<file path="src/rtl/logic_gate_pkg.sv">
// Shared definitions for the logic-gate self-test checker: FSM encoding, gate bit order, helpers.
package logic_gate_pkg;

    localparam int NUM_GATES = 7;

    localparam int AND_BIT  = 0;
    localparam int OR_BIT   = 1;
    localparam int NOT_BIT  = 2;
    localparam int NAND_BIT = 3;
    localparam int NOR_BIT  = 4;
    localparam int XOR_BIT  = 5;
    localparam int XNOR_BIT = 6;

    typedef enum logic [2:0] {
        ST_IDLE   = 3'd0,
        ST_DRIVE  = 3'd1,
        ST_SETTLE = 3'd2,
        ST_CHECK  = 3'd3,
        ST_DONE   = 3'd4
    } state_e;

    typedef logic [NUM_GATES-1:0] gate_vec_t;

    function automatic logic [3:0] popcount(input gate_vec_t v);
        logic [3:0] n;
        n = '0;
        for (int i = 0; i < NUM_GATES; i++) begin
            n = n + 4'(v[i]);
        end
        return n;
    endfunction

endpackage

</file>
<file path="src/rtl/logic_gate_expect.sv">
// Golden truth table for the gate unit: expected outputs for a given a/b, in fail_vec bit order.
module logic_gate_expect
    import logic_gate_pkg::*;
(
    input  logic      a,
    input  logic      b,
    output gate_vec_t expected
);

    always_comb begin
        expected           = '0;
        expected[AND_BIT]  = a & b;
        expected[OR_BIT]   = a | b;
        expected[NOT_BIT]  = ~a;
        expected[NAND_BIT] = ~(a & b);
        expected[NOR_BIT]  = ~(a | b);
        expected[XOR_BIT]  = a ^ b;
        expected[XNOR_BIT] = ~(a ^ b);
    end

endmodule

</file>
<file path="src/rtl/logic_gate_tester.sv">
// Sweeps a/b over all four vectors LOOPS times and records per-gate mismatches.
// Optional first-failure capture is enabled with `define LOGIC_GATE_TESTER_FIRST_FAIL_EN.
module logic_gate_tester
    import logic_gate_pkg::*;
#(
    parameter int SETTLE_CYCLES = 1,
    parameter int LOOPS         = 1
)
(
    input  logic       clk,
    input  logic       rst,
    input  logic       start,
    output logic       a_out,
    output logic       b_out,
    input  logic       and_in,
    input  logic       or_in,
    input  logic       not_in,
    input  logic       nand_in,
    input  logic       nor_in,
    input  logic       xor_in,
    input  logic       xnor_in,
    output logic       busy,
    output logic       done,
    output logic       pass,
    output logic [6:0] fail_vec,
    output logic [7:0] err_count
`ifdef LOGIC_GATE_TESTER_FIRST_FAIL_EN
   ,output logic       first_fail_valid,
    output logic [1:0] first_fail_idx,
    output logic [6:0] first_fail_obs
`endif
);

    localparam int SW = (SETTLE_CYCLES > 1) ? $clog2(SETTLE_CYCLES) : 1;
    localparam int LW = (LOOPS > 1) ? $clog2(LOOPS) : 1;
    localparam logic [SW-1:0] SETTLE_LOAD = SW'((SETTLE_CYCLES > 0) ? SETTLE_CYCLES - 1 : 0);
    localparam logic [LW-1:0] LOOP_LAST   = LW'(LOOPS - 1);

    state_e          state_q, state_d;
    logic [1:0]      idx_q, idx_d;
    logic [LW-1:0]   loop_q, loop_d;
    logic [SW-1:0]   settle_q, settle_d;
    logic            a_q, a_d, b_q, b_d;
    gate_vec_t       fail_q, fail_d;
    logic [7:0]      err_q, err_d;
`ifdef LOGIC_GATE_TESTER_FIRST_FAIL_EN
    logic            ff_valid_q, ff_valid_d;
    logic [1:0]      ff_idx_q, ff_idx_d;
    gate_vec_t       ff_obs_q, ff_obs_d;
`endif

    gate_vec_t       expected;
    gate_vec_t       observed;
    gate_vec_t       mismatch;
    logic [8:0]      err_sum;

    logic_gate_expect u_expect (
        .a        (a_q),
        .b        (b_q),
        .expected (expected)
    );

    always_comb begin
        observed           = '0;
        observed[AND_BIT]  = and_in;
        observed[OR_BIT]   = or_in;
        observed[NOT_BIT]  = not_in;
        observed[NAND_BIT] = nand_in;
        observed[NOR_BIT]  = nor_in;
        observed[XOR_BIT]  = xor_in;
        observed[XNOR_BIT] = xnor_in;
    end

    assign mismatch = observed ^ expected;
    assign err_sum  = {1'b0, err_q} + 9'(popcount(mismatch));

    always_comb begin
        // NOTE: every variable gets its hold value first, so no path through the case infers a latch.
        state_d  = state_q;
        idx_d    = idx_q;
        loop_d   = loop_q;
        settle_d = settle_q;
        a_d      = a_q;
        b_d      = b_q;
        fail_d   = fail_q;
        err_d    = err_q;
`ifdef LOGIC_GATE_TESTER_FIRST_FAIL_EN
        ff_valid_d = ff_valid_q;
        ff_idx_d   = ff_idx_q;
        ff_obs_d   = ff_obs_q;
`endif
        unique case (state_q)
            ST_IDLE: begin
                if (start) begin
                    state_d = ST_DRIVE;
                    idx_d   = '0;
                    loop_d  = '0;
                    a_d     = 1'b0;
                    b_d     = 1'b0;
                    fail_d  = '0;
                    err_d   = '0;
`ifdef LOGIC_GATE_TESTER_FIRST_FAIL_EN
                    ff_valid_d = 1'b0;
                    ff_idx_d   = '0;
                    ff_obs_d   = '0;
`endif
                end
            end
            ST_DRIVE: begin
                settle_d = SETTLE_LOAD;
                state_d  = (SETTLE_CYCLES == 0) ? ST_CHECK : ST_SETTLE;
            end
            ST_SETTLE: begin
                if (settle_q == '0) begin
                    state_d = ST_CHECK;
                end else begin
                    settle_d = settle_q - SW'(1);
                end
            end
            ST_CHECK: begin
                fail_d = fail_q | mismatch;
                err_d  = err_sum[8] ? 8'hFF : err_sum[7:0];
`ifdef LOGIC_GATE_TESTER_FIRST_FAIL_EN
                if (!ff_valid_q && (mismatch != '0)) begin
                    ff_valid_d = 1'b1;
                    ff_idx_d   = idx_q;
                    ff_obs_d   = observed;
                end
`endif
                // The next vector is registered onto a/b on the same edge that enters DRIVE.
                if (idx_q != 2'd3) begin
                    idx_d   = idx_q + 2'd1;
                    a_d     = idx_d[1];
                    b_d     = idx_d[0];
                    state_d = ST_DRIVE;
                end else if (loop_q != LOOP_LAST) begin
                    loop_d  = loop_q + LW'(1);
                    idx_d   = '0;
                    a_d     = 1'b0;
                    b_d     = 1'b0;
                    state_d = ST_DRIVE;
                end else begin
                    state_d = ST_DONE;
                end
            end
            ST_DONE: begin
                state_d = ST_IDLE;
            end
            default: begin
                state_d = ST_IDLE;
            end
        endcase
    end

    always_ff @(posedge clk) begin
        // NOTE: state registers use non-blocking assignments so all flops update from pre-edge values.
        if (rst) begin
            state_q  <= ST_IDLE;
            idx_q    <= '0;
            loop_q   <= '0;
            settle_q <= '0;
            a_q      <= 1'b0;
            b_q      <= 1'b0;
            fail_q   <= '0;
            err_q    <= '0;
`ifdef LOGIC_GATE_TESTER_FIRST_FAIL_EN
            ff_valid_q <= 1'b0;
            ff_idx_q   <= '0;
            ff_obs_q   <= '0;
`endif
        end else begin
            state_q  <= state_d;
            idx_q    <= idx_d;
            loop_q   <= loop_d;
            settle_q <= settle_d;
            a_q      <= a_d;
            b_q      <= b_d;
            fail_q   <= fail_d;
            err_q    <= err_d;
`ifdef LOGIC_GATE_TESTER_FIRST_FAIL_EN
            ff_valid_q <= ff_valid_d;
            ff_idx_q   <= ff_idx_d;
            ff_obs_q   <= ff_obs_d;
`endif
        end
    end

    assign a_out     = a_q;
    assign b_out     = b_q;
    assign busy      = (state_q == ST_DRIVE) || (state_q == ST_SETTLE) || (state_q == ST_CHECK);
    assign done      = (state_q == ST_DONE);
    assign pass      = (fail_q == '0);
    assign fail_vec  = fail_q;
    assign err_count = err_q;
`ifdef LOGIC_GATE_TESTER_FIRST_FAIL_EN
    assign first_fail_valid = ff_valid_q;
    assign first_fail_idx   = ff_idx_q;
    assign first_fail_obs   = ff_obs_q;
`endif

endmodule

</file>
<file path="config.mk">
export PLATFORM = sky130hd
export DESIGN_NAME = logic_gate_tester
export DESIGN_NICKNAME = d
export VERILOG_FILES = /design/src/rtl/logic_gate_pkg.sv /design/src/rtl/logic_gate_expect.sv /design/src/rtl/logic_gate_tester.sv
export SDC_FILE = /design/constraint.sdc
export NUM_CORES = 1
export LEC_CHECK = 0
export BUFFER_PORTS_ARGS = -buffer_cell sky130_fd_sc_hd__buf_2
export CAP_MARGIN = 10
export CORE_MARGIN = 5
export CORE_UTILIZATION = 30
export CTS_BUF_LIST = sky130_fd_sc_hd__clkbuf_4 sky130_fd_sc_hd__clkbuf_8 sky130_fd_sc_hd__clkbuf_16
export CTS_CLUSTER_SIZE = 24
export DETAILED_ROUTE_END_ITERATION = 8
export GPL_ROUTABILITY_DRIVEN = 0
export PLACE_DENSITY = 0.61
export SYNTH_ARGS = -nofsm -noshare
export SYNTH_HDL_FRONTEND = slang
export SYNTH_SLANG_ARGS = --single-unit
</file>
<file path="constraint.sdc">
create_clock -name clk -period 4.95 [get_ports clk]
set_input_delay 0.7425 -clock clk [delete_from_list [all_inputs] [get_ports clk]]
set_output_delay 0.7425 -clock clk [all_outputs]
set_load 0.05 [all_outputs]
</file>
==> impl_metrics.json <==
{
  "cpMostUsedCell": "fa_1",
  "powerDensity_mw_per_mm2": 283,
  "grt_pass1_vias": 1049,
  "rsz0062_at_grt": "false",
  "ant_nets": 0,
  "setup_viol": 0,
  "cts_tree": "yes",
  "synth_cells": 136,
  "m1WireLength_mm": 1.43,
  "grt_pass1_wl_mm": 4.91,
  "yosys_warnings": 0,
  "wl_per_cell_um": 14.4,
  "cts-htree-levels": 1,
  "dp_hpwl_mm": 2.31,
  "die_h_um": 74.7,
  "die_w_um": 74.7,
  "grtUsageTotal": 0.119,
  "setup_slack_ns": 0.814,
  "worstPathMaxFanout": 6,
  "dr.max_layer_used": "met4",
  "via_per_inst": 5.09,
  "ir_worst_vdd_mv": 0.0932,
  "worstMarginPinSlew_ns": 0.493,
  "fin_crit_ns": 4.14,
  "cts.path.max_buffers": 2,
  "overflow": 0,
  "cp.arrival_ns": 4.29,
  "skew_ns": 0.00186,
  "rows": 23,
  "status": "completed",
  "timing.slew.headroom": 0.670,
  "post-layout-total-power_uw": 417,
  "routed_wl_mm": 3.05,
  "hold_viol": 0,
  "crit_path_end_kind": "register",
  "core_mm2": 0.00403,
  "wl_met2_mm": 1.35,
  "fin_hold_ws_ns": 0.490,
  "clock.fmax_mhz": 242,
  "slowest_delay_ns": 0.52,
  "syn_nets": 159,
  "syn_area_mm2": 0.00126,
  "cts_buffers": 3,
  "path_clk_slew_ns": 0.08,
  "post-route-period-util": 0.836,
  "wl_met3_um": 184,
  "cts_resized": 0,
  "cp_slowest_cell": "fa_1",
  "boundaryPins": 30,
  "grt_max_degree": 16,
  "dr.pass1.iters": 4,
  "area_delta_synth_final_pct": 17.4,
  "ys_types": 37,
  "drv_cap": 0,
  "hold_buffers": 0,
  "crit_required_ns": 5.11,
  "vias": 1079,
  "dieArea_mm2": 0.00558,
  "async_reset_ff_frac": 0,
  "setup_total_negative_slack_ns": 0,
  "hold_class": "register to register",
  "synth-edff-count": 0,
  "insertion_delay_ns": 0.26,
  "crit_type": "register to register",
  "cts_setup_buffers": 0,
  "drt_iter0_drc": 42,
  "cts-root-buf": "clkbuf_8",
  "cts.sinks": 20,
  "p_leak_uw": 0.000728,
  "yosysSeqAreaShare": 0.319,
  "dp_slack_ns": 0.734,
  "antenna_found_initial": 0,
  "final_common_cell": "buf_2",
  "fin_nets": 186,
  "synth_ff_type": "dfxtp_1",
  "crit_chain": "ha_1, xnor2_1, fa_1, fa_1, fa_1, inv_1, ha_1, fa_1, a211oi_1, nor2_1, a211oi_1, a21oi_1",
  "drcViolationCount": 0,
  "portBuffers": 29,
  "synth-seq-cells": 20,
  "start_util": 0.312,
  "cp-start-kind": "register",
  "drive_gt1_frac": 0.228,
  "final_cell_mix": "buf_2, dfxtp_1, nor2_1",
  "fin_cells": 212,
  "place_inst": 208,
  "slew_viol_final": 0,
  "postSynthAreaPerCell_um2": 9.24,
  "diodes": 0
}
==> flip-flops by register name (all words and copies together) (netlist names) <==
name and count:
fail_vec 7, state_q 3, err_count 8, idx_q 2
==> report_power, final <==
group / internal, µW / switching, µW
sequential: 165 / 8.55
clock: 70.9 / 56.8
combinational: 44.3 / 71.5
total: 280 / 137
==> worst max-delay path, delay by kind of cell (launching register included) <==
family / cells / cell delay (ns)
simple gates: 1 / 0.14
flops: 1 / 0.43
fa+ha+maj: 6 / 2.47
buf+inv: 1 / 0.04
xor+xnor: 1 / 0.19
compound gates: 3 / 0.74
==> final timing paths <==
kind / from / endpoint / slack [ns] / depth (start not counted)
worst min register to register: fail_vec[0] / fail_vec[0] / 0.49 / 1
worst max register to register: idx_q[1] / err_count[7] / 0.81 / 12
worst min-delay path: fail_vec[0] / fail_vec[0] / 0.49 / 1
worst max-delay path: idx_q[1] / err_count[7] / 0.81 / 12
==> cell usage after synthesis, drive strengths merged (2+ instances only) <==
cell type,instances,share of area
dfxtp,20,0.32
and3,3,0.015
nand2,4,0.012
inv,8,0.024
nor4,2,0.010
nor3,6,0.024
or4,2,0.015
and2,2,0.010
o21ai,4,0.016
clkbuf,2,0.0060
nand3,2,0.0080
a21o,4,0.024
xnor2,5,0.035
a31oi,2,0.010
a21oi,8,0.032
a22oi,4,0.024
ha,9,0.090
a32oi,2,0.014
fa,4,0.064
nor2,15,0.051
buf,5,0.029
o21a,6,0.036
xor2,4,0.028
a211oi,4,0.024
==> logic make-up after synthesis <==
logic type | synth area share
and+or+nand+nor | 0.196
AOI/OAI and AO/OA | 0.202
DFF | 0.319
buffers and inverters | 0.0588
adders and majority gates | 0.153
xor gates and xnor gates | 0.0627
muxes | 0.00797
==> through the flow <==
stage	area, µm²	util
floorplan	1260	-
global placement	1420	0.352
detailed placement	1420	0.352
CTS	1480	0.366
global route	1480	0.366
finish	1480	0.366
==> routing by layer <==
layer | up-vias | track usage
met5 | - | 0
met1 | 497 | 0.152
li1 | 543 | -
met4 | 0 | 0.0771
met3 | 7 | 0.0214
met2 | 32 | 0.182
==> layout make-up <==
class	count	area [µm²]
clock buffer	4	55.1
inverter	8	30.0
tap	50	62.6
sequential	20	400
timing repair buffer	29	145
multi-input combinational	101	782
fill	439	2550
Power figures use the tool's default switching activity.
